## config.mk

```make
export PLATFORM = sky130hd
export DESIGN_NAME = countdown_timer
export DESIGN_NICKNAME = d
export VERILOG_FILES = /design/src/rtl/countdown_timer.sv
export SDC_FILE = /design/constraint.sdc
export NUM_CORES = 1
export LEC_CHECK = 0
export ABC_AREA = 0
export BUFFER_PORTS_ARGS = -buffer_cell sky130_fd_sc_hd__buf_2
export CORE_MARGIN = 2
export CORE_UTILIZATION = 55
export DETAILED_ROUTE_END_ITERATION = 6
export GPL_ROUTABILITY_DRIVEN = 0
export HOLD_SLACK_MARGIN = 0.15
export PLACE_DENSITY = 0.75
export SLEW_MARGIN = 5
export SYNTH_ARGS = -nofsm -noshare
export SYNTH_HDL_FRONTEND = slang
export SYNTH_SLANG_ARGS = --single-unit
```

## constraint.sdc

```tcl
create_clock -name clock -period 2.6 [get_ports clock]
set_clock_uncertainty 0.15 [all_clocks]
set_input_delay 0.52 -clock clock [delete_from_list [all_inputs] [get_ports clock]]
set_output_delay 0.52 -clock clock [all_outputs]
set_load 0.005 [all_outputs]
```

## src/rtl/countdown_timer.sv

```systemverilog
// Two-digit BCD countdown timer: loads a preset race time, decrements once per divided
// tick while running, supports pause/resume and holds a sticky expired state at 00.
module countdown_timer #(
    parameter int TICK_COUNT = 49_999_999,
    parameter int DIV_WIDTH  = 28
) (
    input  logic       clock,
    input  logic       reset_n,
    input  logic       enable,
    input  logic       load,
    input  logic [3:0] preset_tens,
    input  logic [3:0] preset_ones,
    output logic [3:0] hex_out_one,
    output logic [3:0] hex_out_two,
    output logic       tick,
    output logic       expired,
    output logic       running
);

    // state   | meaning
    // IDLE    | preset loaded (or reset), waiting for enable with nonzero digits
    // RUN     | divider counting, digits decrement on each divider wrap
    // PAUSE   | divider and digits frozen until enable returns
    // EXPIRED | reached 00, sticky until load or reset
    localparam logic [1:0] S_IDLE    = 2'd0;
    localparam logic [1:0] S_RUN     = 2'd1;
    localparam logic [1:0] S_PAUSE   = 2'd2;
    localparam logic [1:0] S_EXPIRED = 2'd3;

    localparam logic [DIV_WIDTH-1:0] DIV_RELOAD = DIV_WIDTH'(TICK_COUNT);
    localparam logic [DIV_WIDTH-1:0] DIV_ONE    = DIV_WIDTH'(1);

    logic [1:0]           state_q, state_d;
    logic [3:0]           ones_q, ones_d;
    logic [3:0]           tens_q, tens_d;
    logic [DIV_WIDTH-1:0] div_q, div_d;
    logic                 tick_q, tick_d;
    logic                 expired_q, expired_d;
    logic                 running_q, running_d;

    logic [3:0] clamp_ones;
    logic [3:0] clamp_tens;
    logic       digits_zero;

    assign clamp_ones  = (preset_ones > 4'd9) ? 4'd9 : preset_ones;
    assign clamp_tens  = (preset_tens > 4'd9) ? 4'd9 : preset_tens;
    assign digits_zero = (ones_q == 4'd0) && (tens_q == 4'd0);

    always_comb begin
        state_d = state_q;
        ones_d  = ones_q;
        tens_d  = tens_q;
        div_d   = div_q;
        tick_d  = 1'b0;

        if (load) begin
            ones_d  = clamp_ones;
            tens_d  = clamp_tens;
            div_d   = DIV_RELOAD;
            state_d = S_IDLE;
        end else begin
            case (state_q)
                S_IDLE: begin
                    if (enable && !digits_zero) begin
                        state_d = S_RUN;
                        div_d   = DIV_RELOAD;
                    end
                end
                S_RUN: begin
                    // The pausing cycle itself consumes no divider count.
                    if (!enable) begin
                        state_d = S_PAUSE;
                    end else if (div_q != '0) begin
                        div_d = div_q - DIV_ONE;
                    end else begin
                        div_d  = DIV_RELOAD;
                        tick_d = 1'b1;
                        if (ones_q != 4'd0) begin
                            ones_d = ones_q - 4'd1;
                        end else begin
                            ones_d = 4'd9;
                            tens_d = tens_q - 4'd1;
                        end
                        if ((tens_q == 4'd0) && (ones_q == 4'd1)) begin
                            state_d = S_EXPIRED;
                        end
                    end
                end
                S_PAUSE: begin
                    if (enable) begin
                        state_d = S_RUN;
                    end
                end
                S_EXPIRED: begin
                    ones_d = 4'd0;
                    tens_d = 4'd0;
                end
                default: begin
                    state_d = S_IDLE;
                end
            endcase
        end
    end

    // Status flags are registered from the next state so they line up with the digits.
    assign expired_d = (state_d == S_EXPIRED);
    assign running_d = (state_d == S_RUN);

    always_ff @(posedge clock or negedge reset_n) begin
        if (!reset_n) begin
            state_q   <= S_IDLE;
            ones_q    <= 4'd0;
            tens_q    <= 4'd0;
            div_q     <= DIV_RELOAD;
            tick_q    <= 1'b0;
            expired_q <= 1'b0;
            running_q <= 1'b0;
        end else begin
            state_q   <= state_d;
            ones_q    <= ones_d;
            tens_q    <= tens_d;
            div_q     <= div_d;
            tick_q    <= tick_d;
            expired_q <= expired_d;
            running_q <= running_d;
        end
    end

    assign hex_out_one = ones_q;
    assign hex_out_two = tens_q;
    assign tick        = tick_q;
    assign expired     = expired_q;
    assign running     = running_q;

endmodule

```

**Yosys cells after proc, flatten, opt, wreduce, memory -nomap -nowiden**

Cells that the tools add are included.

- Add/sub/neg operators: 3
- Order comparisons: 2
- Eq/ne operators: 10
- Mux-type cells: 28
- Reductions and logical operators: 14

Operators with widths:

| cell | count |
|---|---|
| two-way mux 28 bit | 4 |
| case mux 28 bit (2 select lines) | 1 |
| two-way mux 4 bit | 10 |
| nonzero test 28 bit | 1 |
| subtractor 28 x 1 -> 28 bit, second input constant | 1 |
| case mux 4 bit (2 select lines) | 2 |
| two-way mux 2 bit | 6 |
| != test 3 bit, second input constant | 4 |
| greater-than comparator 4 bit, second input constant | 2 |
| zero test 4 bit | 2 |
| subtractor 4 x 1 -> 4 bit, second input constant | 2 |
| equality test 2 bit, second input constant | 3 |
| case mux 2 bit (3 select lines) | 1 |
| AND reduction 3 bit | 2 |
| nonzero test 3 bit | 2 |
| equality test 2 x 1 -> 1 bit, second input constant | 2 |
| equality test 4 x 1 -> 1 bit, second input constant | 1 |
| two-way mux 1 bit | 4 |
| AND reduction 4 bit | 1 |
| nonzero test 4 bit | 1 |
| logical AND 1 bit | 3 |
| zero test 2 bit | 1 |
| zero test 1 bit | 1 |

- Register bits: 41
- Input port bits: 12
- Output and inout bits: 11
- Word-level logic and storage cells: 64

**Logic depth before layout (Yosys ltp)**

Gate-level depths: netlist (run 1).

- Depth after elaboration: 8
- Depth in mapped cells: 8
- Depth with buffers taken out: 7

**Least setup slack after synthesis (run 1)**

No wires, ideal clock.

- Path type: reg-to-reg
- Start: register ones_q[0], in the netlist hex_out_one[0]
- End: register div_q[16]
- Setup time: 0.119 ns
- Arrival time: 1.897 ns
- Data required time: 2.331 ns
- Slack: 0.435 ns
- Stages on the path, launching flop included: 8
- Buffers on the path: 0
- Period minus slack after synthesis: 2.165 ns
- Path through: dfrtp_1 > inv_1 > ha_1 > or4b_1 > o221ai_2 > nor4_1 > and3_1 > o21a_1

- Cells in the longest elaborated chain, start to end: 6

RTL lines:

| what | RTL line | text |
|---|---|---|
| from (decl) | 34 | `logic [3:0] ones_q, ones_d;` |
| from (signal assigned) | 120 | `ones_q <= ones_d;` |
| zero test 4 bit | 47 | `assign digits_zero = (ones_q == 4'd0) && (tens_q == 4'd0);` |
| logical AND 1 bit | 47 |  |
| zero test 1 bit | 64 | `if (enable && !digits_zero) begin` |
| logical AND 1 bit | 64 |  |
| != test 3 bit (no source line) | n/a |  |
| AND reduction 3 bit (no source line) | n/a |  |
| to (signal assigned) | 122 | `div_q <= div_d;` |
| to (decl) | 36 | `logic [DIV_WIDTH-1:0] div_q, div_d;` |

Every way passes these cells.
A chain may end at the register's enable or synchronous reset.

**Worst setup path in the final report (run 1)**

Same ends and word-level chain as after synthesis.

==> impl_results.html, run 1 <==
<table>
<tr><th>Metric</th><th>Value</th></tr>
<tr><th colspan="2">Yosys</th></tr>
<tr><td>Count of flip-flops with a built-in enable after synthesis</td><td>0</td></tr>
<tr><td>Yosys warning total</td><td>0</td></tr>
<tr><td>Average instance area after synthesis</td><td>9.49 sq um</td></tr>
<tr><td>Gate count after technology mapping</td><td>about 270</td></tr>
<tr><td>Share of synthesized flip-flops with an asynchronous set or reset</td><td>1.00</td></tr>
<tr><td>Number of unique standard cell types used by synthesis</td><td>58</td></tr>
<tr><td>Mapped Nets</td><td>between 200 and 300</td></tr>
<tr><td>Register bit count reported by yosys</td><td>41</td></tr>
<tr><td>Main synth FF type</td><td>sky130_fd_sc_hd__dfrtp_1</td></tr>
<tr><td>Sequential fraction of the synthesis area</td><td>0.417</td></tr>
<tr><td>Netlist Area Pre-Place</td><td>2510 sq um</td></tr>
<tr><th colspan="2">Routing</th></tr>
<tr><td>Overall routed net length</td><td>about 5.3 mm</td></tr>
<tr><td>Vias per std cell</td><td>5.85</td></tr>
<tr><td>Number of optimization iterations in the first detailed-route pass</td><td>4</td></tr>
<tr><td>Drt first-iter violations</td><td>142</td></tr>
<tr><td>Wirelength per Cell</td><td>15.3 um</td></tr>
<tr><td>Final antenna-violating net count</td><td>0</td></tr>
<tr><td>Vias</td><td>2042</td></tr>
<tr><td>Number of DRC violations after detailed routing</td><td>0</td></tr>
<tr><th colspan="2">STA</th></tr>
<tr><td>Count of final max-slew check failures</td><td>0</td></tr>
<tr><td>Fmax</td><td>0.426 GHz</td></tr>
<tr><td>Worst-Margin Slew</td><td>0.604 ns</td></tr>
<tr><td>Slew HR</td><td>0.594</td></tr>
<tr><td>Worst hold slack after final layout</td><td>between 0.3 and 0.4 ns</td></tr>
<tr><td>Share of the clock period used by the worst path after layout</td><td>0.903</td></tr>
<tr><td>Total negative slack</td><td>0 ns</td></tr>
<tr><td>Slack of the critical path</td><td>0.252 ns</td></tr>
<tr><td>Setup violations, final</td><td>0</td></tr>
<tr><td>Final Hold Viols</td><td>0</td></tr>
<tr><td>Setup repair after global routing missed its margin</td><td>false</td></tr>
<tr><td>Final critical path time including I/O delays and setup</td><td>2.35 ns</td></tr>
<tr><th colspan="2">Final layout</th></tr>
<tr><td>Non-filler cells, final</td><td>~350</td></tr>
<tr><td>Fill cells</td><td>371</td></tr>
<tr><td>Layout cells sized above 1</td><td>0.263</td></tr>
<tr><td>Non-Filler Cell Area, Final</td><td>2810 sq um</td></tr>
<tr><td>Synth-to-Final Area Change</td><td>11.7%</td></tr>
<tr><td>Share of the core filled with cells in the final layout</td><td>0.640</td></tr>
<tr><td>Inserted Diodes</td><td>0</td></tr>
<tr><td>Count of nets after finishing</td><td>314</td></tr>
<tr><th colspan="2">Pwr</th></tr>
<tr><td>Switching power total</td><td>0.463 mW</td></tr>
<tr><td>Total power consumption of the routed design</td><td>approximately 1.5 mW</td></tr>
<tr><td>Internal power contribution</td><td>between 1 and 1.5 mW</td></tr>
<tr><td>Proportion of total power due to net switching</td><td>0.311</td></tr>
<tr><td>Combinational share of power</td><td>0.229</td></tr>
<tr><td>Maximum resistive drop on vdd</td><td>0.413 mV</td></tr>
<tr><td>Power density of the placed cells</td><td>530 nW/um^2</td></tr>
<tr><td>Flop pwr share</td><td>0.495</td></tr>
<tr><td>Leakage Power</td><td>1.12 nW</td></tr>
<tr><td>Part of the total power dissipated in the clock network</td><td>0.276</td></tr>
<tr><th colspan="2">Setup path</th></tr>
<tr><td>Endpoint arrival time on the critical path</td><td>2.44 ns</td></tr>
<tr><td>Data required time at the worst endpoint</td><td>about 2.7 ns</td></tr>
<tr><td>Critical path buffer and inverter count</td><td>3</td></tr>
<tr><td>Crit path top cell by count</td><td>sky130_fd_sc_hd__buf_4</td></tr>
<tr><td>Type of element launching the critical path</td><td>flop</td></tr>
<tr><td>Element type at the critical path end</td><td>flop</td></tr>
<tr><td>Category of the critical setup timing path</td><td>flop to flop</td></tr>
<tr><td>Family of cells with the greatest summed delay on the critical path</td><td>buffers and inverters</td></tr>
<tr><td>Max incr delay on CP</td><td>0.51 ns</td></tr>
<tr><td>Crit path max-delay cell type</td><td>sky130_fd_sc_hd__or4b_1</td></tr>
<tr><td>Maximum fanout count along the critical path</td><td>13</td></tr>
<tr><td>Cell chain of the critical path</td><td>inv_1, ha_1, or4b_1, o22ai_2, buf_4, o21bai_1, buf_4, o21a_1</td></tr>
<tr><th colspan="2">Clock network</th></tr>
<tr><td>Number of sinks driven by the clock tree</td><td>41</td></tr>
<tr><td>Buffers inserted during post-CTS setup optimization</td><td>0</td></tr>
<tr><td>TritonCTS clock tree</td><td>built</td></tr>
<tr><td>Number of H-tree levels</td><td>2</td></tr>
<tr><td>Post-cts gate resize count</td><td>0</td></tr>
<tr><td>Clock latency on the worst-skew pair</td><td>roughly 0.30 ns</td></tr>
<tr><td>CTS clock-pin slew for the worst setup and hold paths</td><td>0.08 ns</td></tr>
<tr><td>Maximum clock insertion buffer count</td><td>2</td></tr>
<tr><td>Master cell of the clock root buffer</td><td>sky130_fd_sc_hd__clkbuf_8</td></tr>
<tr><td>Hold buffers post-CTS</td><td>1</td></tr>
<tr><td>TritonCTS Buffers</td><td>5</td></tr>
<tr><th colspan="2">Placed design</th></tr>
<tr><td>Count of buffers from port buffering</td><td>22</td></tr>
<tr><td>Detailed placer's ending HPWL</td><td>3.96 mm</td></tr>
<tr><td>Placed Cells</td><td>340</td></tr>
<tr><td>Worst Setup Slack post-DPL</td><td>approximately 0.28 ns</td></tr>
<tr><td>Dpl cell area</td><td>between 2000 and 3000 sq um</td></tr>
<tr><th colspan="2">GRT</th></tr>
<tr><td>Total routing resource utilization after global routing</td><td>0.236</td></tr>
<tr><td>Met2 track demand over resource in global routing</td><td>0.346</td></tr>
<tr><td>Number of global-route vias before repair</td><td>2010</td></tr>
<tr><td>Routing layer with the top usage in global route</td><td>met2</td></tr>
<tr><td>Wire length of the first global-routing pass</td><td>9.37 mm</td></tr>
<tr><td>Routing usage on met3</td><td>0.0436</td></tr>
<tr><td>Number of antenna violations at the first check in global routing</td><td>0</td></tr>
<tr><td>Met1 global-route usage</td><td>0.342</td></tr>
<tr><td>Pin count of the biggest net entering global routing</td><td>42</td></tr>
<tr><td>Overflow after GRT</td><td>0</td></tr>
<tr><th colspan="2">Worst hold path</th></tr>
<tr><td>Class of the most critical hold timing path</td><td>flop to flop</td></tr>
<tr><th colspan="2">Floorplanning</th></tr>
<tr><td>Die span in y</td><td>71.6 um</td></tr>
<tr><td>Initial core utilization</td><td>0.573</td></tr>
<tr><td>I/O pin count</td><td>23</td></tr>
<tr><td>Std cell rows</td><td>24</td></tr>
<tr><td>Die X-Extent</td><td>71.6 um</td></tr>
<tr><td>Full die area</td><td>~5100 sq um</td></tr>
<tr><td>Core region area</td><td>4380 sq um</td></tr>
<tr><th colspan="2">Run status</th></tr>
<tr><td>Status</td><td>finished, final reports clean</td></tr>
<tr><th colspan="2">Run</th></tr>
<tr><td>Max cap viols</td><td>0</td></tr>
</table>
==> layout by cell type, fill, tap and decap left out, drive strengths merged, types with 3 or more instances in the layout <==
| cell type | Yosys | layout |
|---|---|---|
| o22ai | 3 | 3 |
| nand2 | 31 | 31 |
| o21ai | 9 | 9 |
| nand3b | 3 | 3 |
| nor2 | 23 | 23 |
| nand4b | 4 | 4 |
| nand4 | 5 | 5 |
| dfrtp | 23 | 23 |
| mux2 | 5 | 5 |
| clkbuf | 4 | 5 |
| nand2b | 4 | 4 |
| nor4 | 15 | 15 |
| o221ai | 3 | 3 |
| nand3 | 4 | 4 |
| ha | 6 | 6 |
| xnor2 | 23 | 23 |
| o21a | 3 | 3 |
| dfstp | 18 | 18 |
| buf | 6 | 33 |
| nor3 | 22 | 22 |
| inv | 13 | 13 |
| a21oi | 6 | 6 |
==> layer usage <==
metal | up-vias | wire length (um)
met2 | 42 | 2410
li1 | 1009 | -
met5 | - | 0
met1 | 984 | 2650
met3 | 7 | 182
met4 | 0 | 90
==> Yosys cell counts, drive strengths merged, types with 3 or more instances <==
library cell  count  share of area
nand2            31          0.046
nand4             5          0.012
o21ai             9          0.024
o22ai             3          0.010
nand3             4         0.0080
nor2             23          0.034
mux2              5          0.022
o221ai            3          0.013
dfrtp            23           0.23
dfstp            18           0.19
nand2b            4          0.010
o21a              3         0.0090
nand4b            4          0.020
clkbuf            4          0.010
ha                6          0.030
a21oi             6          0.012
buf               6          0.014
nor3             22          0.046
nor4             15          0.049
inv              13          0.019
nand3b            3          0.010
xnor2            23          0.080
==> kinds of logic after synthesis <==
kind of cell,after synthesis,share of synthesized area
mux,5,0.0224
simple gates,128,0.290
fa+ha+maj,7,0.0338
buf+inv,23,0.0433
xor+xnor,24,0.0836
flops,41,0.417
compound gates,37,0.110
==> area by class of cell <==
class,count,area (sq um),share of cell area
tap,52,65.1,0.0232
inverter,13,48.8,0.0174
multi-input combinational,201,1360,0.483
clock buffer,5,68.8,0.0245
sequential,41,1050,0.373
timing repair buffer,34,203,0.0722
clock inverter,3,17.5,0.00624
==> registers in the layout, indices dropped and copies added, names as in the netlist <==
register     count
div_q           28
expired          1
hex_out_one      4
hex_out_two      4
running          1
state_q          2
tick             1
==> worst paths after layout <==
check                      slack, ns              to      startpoint  depth (start not counted)
max in group asynchronous       1.26       div_q[23]         reset_n                          3
max reg2reg                     0.25       div_q[16]  hex_out_one[0]                          8
min                             0.39  hex_out_two[1]  hex_out_two[1]                          1
min reg2reg                     0.39  hex_out_two[1]  hex_out_two[1]                          1
min in group asynchronous       0.66  hex_out_two[2]         reset_n                          3
max                             0.25       div_q[16]  hex_out_one[0]                          8
==> power groups by stage <==
stage	combinational [mW]	clock [mW]	sequential, mW
after global routing	0.379	0.458	0.747
after detailed placement	0.339	0	0.748
after CTS	0.341	0.423	0.736
final	0.341	0.410	0.737
after global placement	0.333	0	0.745
after floorplan	0.220	0	0.743
(Power assumes the default switching activity.)
==> inputs of run 2 (changes only) <==
--- a/config.mk
+++ b/config.mk
@@ -8,7 +8,7 @@
 export ABC_AREA = 0
 export BUFFER_PORTS_ARGS = -buffer_cell sky130_fd_sc_hd__buf_2
 export CORE_MARGIN = 2
-export CORE_UTILIZATION = 55
+export CORE_UTILIZATION = 53
 export DETAILED_ROUTE_END_ITERATION = 6
 export GPL_ROUTABILITY_DRIVEN = 0
 export HOLD_SLACK_MARGIN = 0.15
==> constraint.sdc (replaced) <==
create_clock -name clock -period 1.98 [get_ports clock]
set_clock_uncertainty 0.15 [all_clocks]
set_input_delay 0.396 -clock clock [delete_from_list [all_inputs] [get_ports clock]]
set_output_delay 0.396 -clock clock [all_outputs]
set_load 0.1 [all_outputs]
==> run 2 against run 1 <==
Effect of this change:
- clock-buffer cell count unchanged
- via count rose by 23%
- critical endpoint is now div_q[3]
- the run now ends with negative setup slack left
- wire length grew 48%
- non-clock buffer count grew 59
- utilization is 13 points higher
==> impl_results.html, run 2 (synthesis results as in run 1) <==
<table>
<tr><th>Metric</th><th>Value</th></tr>
<tr><th colspan="2">Pwr</th></tr>
<tr><td>Leakage Power</td><td>1.49 nW (was 1.12 nW)</td></tr>
<tr><td>Power density of the placed cells</td><td>782 nW/um^2 (was 530 nW/um^2)</td></tr>
<tr><td>Maximum resistive drop on vdd</td><td>0.492 mV (was 0.413 mV)</td></tr>
<tr><th colspan="2">Run</th></tr>
<tr><td>Max cap viols</td><td>0 (unchanged)</td></tr>
<tr><th colspan="2">Floorplanning</th></tr>
<tr><td>Core region area</td><td>4660 sq um (was 4380 sq um)</td></tr>
<tr><td>Die span in y</td><td>72.9 um (was 71.6 um)</td></tr>
<tr><td>Full die area</td><td>5310 sq um (was 5130 sq um)</td></tr>
<tr><td>Std cell rows</td><td>25 (was 24)</td></tr>
<tr><td>Die X-Extent</td><td>72.9 um (was 71.6 um)</td></tr>
<tr><td>I/O pin count</td><td>23 (unchanged)</td></tr>
<tr><td>Initial core utilization</td><td>0.539 (was 0.573)</td></tr>
<tr><th colspan="2">GRT</th></tr>
<tr><td>Total routing resource utilization after global routing</td><td>0.262 (was 0.236)</td></tr>
<tr><td>Number of global-route vias before repair</td><td>2311 (was 2010)</td></tr>
<tr><td>Number of antenna violations at the first check in global routing</td><td>0 (unchanged)</td></tr>
<tr><td>Wire length of the first global-routing pass</td><td>10.8 mm (was 9.37 mm)</td></tr>
<tr><td>Pin count of the biggest net entering global routing</td><td>42 (unchanged)</td></tr>
<tr><td>Overflow after GRT</td><td>0 (unchanged)</td></tr>
<tr><th colspan="2">Placed design</th></tr>
<tr><td>Placed Cells</td><td>381 (was 340)</td></tr>
<tr><td>Worst Setup Slack post-DPL</td><td>-0.246 ns (was 0.277 ns)</td></tr>
<tr><td>Detailed placer's ending HPWL</td><td>4.42 mm (was 3.96 mm)</td></tr>
<tr><td>Dpl cell area</td><td>3120 sq um (was 2710 sq um)</td></tr>
<tr><td>Count of buffers from port buffering</td><td>22 (unchanged)</td></tr>
<tr><th colspan="2">Setup path</th></tr>
<tr><td>Category of the critical setup timing path</td><td>flop to flop (unchanged)</td></tr>
<tr><td>Maximum fanout count along the critical path</td><td>6 (was 13)</td></tr>
<tr><td>Crit path max-delay cell type</td><td>sky130_fd_sc_hd__dfrtp_4 (was sky130_fd_sc_hd__or4b_1)</td></tr>
<tr><td>Critical path buffer and inverter count</td><td>2 (was 3)</td></tr>
<tr><td>Cell chain of the critical path</td><td>inv_4, ha_4, or4b_4, o22ai_4, buf_4, nor3_1, xnor2_1, nand2_1 (was inv_1, ha_1, or4b_1, o22ai_2, buf_4, o21bai_1, buf_4, o21a_1)</td></tr>
<tr><td>Endpoint arrival time on the critical path</td><td>2.31 ns (was 2.44 ns)</td></tr>
<tr><td>Element type at the critical path end</td><td>flop (unchanged)</td></tr>
<tr><td>Max incr delay on CP</td><td>0.50 ns (was 0.51 ns)</td></tr>
<tr><td>Data required time at the worst endpoint</td><td>2.08 ns (was 2.69 ns)</td></tr>
<tr><td>Family of cells with the greatest summed delay on the critical path</td><td>simple AND/OR/NAND/NOR gates (was buffers and inverters)</td></tr>
<tr><td>Type of element launching the critical path</td><td>flop (unchanged)</td></tr>
<tr><th colspan="2">Routing</th></tr>
<tr><td>Wirelength per Cell</td><td>19.2 um (was 15.3 um)</td></tr>
<tr><td>Drt first-iter violations</td><td>226 (was 142)</td></tr>
<tr><td>Vias per std cell</td><td>6.14 (was 5.85)</td></tr>
<tr><td>Overall routed net length</td><td>7.86 mm (was 5.33 mm)</td></tr>
<tr><td>Number of DRC violations after detailed routing</td><td>0 (unchanged)</td></tr>
<tr><td>Vias</td><td>2519 (was 2042)</td></tr>
<tr><td>Number of optimization iterations in the first detailed-route pass</td><td>5 (was 4)</td></tr>
<tr><td>Final antenna-violating net count</td><td>0 (unchanged)</td></tr>
<tr><th colspan="2">Clock network</th></tr>
<tr><td>Clock latency on the worst-skew pair</td><td>0.31 ns (was 0.30 ns)</td></tr>
<tr><td>Maximum clock insertion buffer count</td><td>2 (unchanged)</td></tr>
<tr><td>Master cell of the clock root buffer</td><td>sky130_fd_sc_hd__clkbuf_8 (unchanged)</td></tr>
<tr><td>Number of H-tree levels</td><td>2 (unchanged)</td></tr>
<tr><td>CTS clock-pin slew for the worst setup and hold paths</td><td>0.09 ns (was 0.08 ns)</td></tr>
<tr><td>TritonCTS clock tree</td><td>built (unchanged)</td></tr>
<tr><td>Number of sinks driven by the clock tree</td><td>41 (unchanged)</td></tr>
<tr><td>TritonCTS Buffers</td><td>5 (unchanged)</td></tr>
<tr><th colspan="2">STA</th></tr>
<tr><td>Worst-Margin Slew</td><td>0.525 ns (was 0.604 ns)</td></tr>
<tr><td>Fmax</td><td>0.452 GHz (was 0.426 GHz)</td></tr>
<tr><td>Share of the clock period used by the worst path after layout</td><td>1.12 (was 0.903)</td></tr>
<tr><td>Setup repair after global routing missed its margin</td><td>true (was false)</td></tr>
<tr><td>Setup violations, final</td><td>38 (was 0)</td></tr>
<tr><td>Final critical path time including I/O delays and setup</td><td>2.21 ns (was 2.35 ns)</td></tr>
<tr><td>Worst hold slack after final layout</td><td>0.208 ns (was 0.386 ns)</td></tr>
<tr><td>Slack of the critical path</td><td>-0.233 ns (was 0.252 ns)</td></tr>
<tr><td>Final Hold Viols</td><td>0 (unchanged)</td></tr>
<tr><td>Count of final max-slew check failures</td><td>0 (unchanged)</td></tr>
<tr><td>Slew HR</td><td>0.650 (was 0.594)</td></tr>
<tr><th colspan="2">Final layout</th></tr>
<tr><td>Layout cells sized above 1</td><td>0.517 (was 0.263)</td></tr>
<tr><td>Non-filler cells, final</td><td>410 (was 349)</td></tr>
<tr><td>Non-Filler Cell Area, Final</td><td>3610 sq um (was 2810 sq um)</td></tr>
<tr><td>Most common cell after layout, fill and taps aside</td><td>sky130_fd_sc_hd__buf_4 (was sky130_fd_sc_hd__nand2_1)</td></tr>
<tr><td>Inserted Diodes</td><td>0 (unchanged)</td></tr>
<tr><td>Synth-to-Final Area Change</td><td>43.8% (was 11.7%)</td></tr>
<tr><td>Number of flip-flops in the largest register</td><td>28 (unchanged)</td></tr>
<tr><td>Fill cells</td><td>298 (was 371)</td></tr>
<tr><td>Count of nets after finishing</td><td>373 (was 314)</td></tr>
<tr><td>Top register by number of flip-flops</td><td>div_q (unchanged)</td></tr>
<tr><td>Commonest non-fill, non-tap cells in the layout</td><td>63 x sky130_fd_sc_hd__buf_4, 28 x sky130_fd_sc_hd__nand2_1, 23 x sky130_fd_sc_hd__buf_2, 22 x sky130_fd_sc_hd__xnor2_1, 19 x sky130_fd_sc_hd__nor2_1 (was 31 x sky130_fd_sc_hd__nand2_1, 23 x sky130_fd_sc_hd__nor2_1, 23 x sky130_fd_sc_hd__xnor2_1, 23 x sky130_fd_sc_hd__dfrtp_1, 22 x sky130_fd_sc_hd__buf_2)</td></tr>
<tr><th colspan="2">Worst hold path</th></tr>
<tr><td>Class of the most critical hold timing path</td><td>input pin to flop (was flop to flop)</td></tr>
<tr><th colspan="2">Run status</th></tr>
<tr><td>Failing checks</td><td>negative setup slack</td></tr>
<tr><td>Status</td><td>complete, but fails checks (was finished, final reports clean)</td></tr>
</table>
## run 2: cell types whose count changed in the layout (fill, tap and decap cells not counted), sizes merged
cell	delta
buf	+59
clkinv	-1
inv	+1
## run 2: layout make-up
class                      count  area (sq um)  area share
multi-input combinational    201          1660       0.460
sequential                    41          1070       0.296
timing repair buffer          93           666       0.184
clock buffer                   5          68.8      0.0190
tap                           54          67.6      0.0187
inverter                      13          58.8      0.0163
clock inverter                 3          21.3     0.00589
## run 2: power breakdown
group	internal, mW	total (mW)	switching [mW]
Combinational	0.447	1.28	0.828
Sequential	0.922	0.973	0.0513
Clock	0.250	0.578	0.327
Total	1.62	2.83	1.21
## run 2: worst paths after layout
check | start | to | slack (ns) | cells past startpoint
setup / recovery | hex_out_one[1] | div_q[3] | -0.23 | 8
hold / removal | preset_ones[2] | hex_out_one[2] | 0.21 | 3
setup reg to reg | hex_out_one[1] | div_q[3] | -0.23 | 8
hold reg to reg | div_q[22] | div_q[22] | 0.44 | 2
max in group asynchronous | reset_n | hex_out_one[0] | 0.73 | 3
min in group asynchronous | reset_n | div_q[18] | 0.53 | 3
## run 2: stage by stage
stage	power [mW]	setup TNS [ns]	utilization
after detailed placement	2.00	-5.42	0.668
after CTS	2.68	-3.74	0.730
after floorplan	1.73	-7.86	-
after global routing	2.94	-8.04	0.775
final	2.83	-5.57	0.775
after global placement	1.97	-3.33	0.668
## run 2: what timing repair did
action                                 4_1_cts  5_1_grt
gates cloned                                 1        1
setup buffers                               10        8
hold buffers                                 1        0
pin swaps                                   15       19
endpoints found under the hold margin       23        0
resized for setup                           22       31
setup endpoints to repair                   33       40
## run 2: per-layer routing
layer | GRT usage | share of wire
met1 | 0.332 | 0.41
met2 | 0.457 | 0.52
met3 | 0.0497 | 0.051
met4 | 0.0761 | 0.025
met5 | 0 | 0
## run 2: worst reg2reg max path, cell delays in order (launching register included)
cell and delay, ns:
sky130_fd_sc_hd__dfrtp_4 0.50, sky130_fd_sc_hd__inv_4 0.08, sky130_fd_sc_hd__ha_4 0.14, sky130_fd_sc_hd__or4b_4 0.50, sky130_fd_sc_hd__o22ai_4 0.23, sky130_fd_sc_hd__buf_4 0.21
sky130_fd_sc_hd__nor3_1 0.07, sky130_fd_sc_hd__xnor2_1 0.18, sky130_fd_sc_hd__nand2_1 0.09
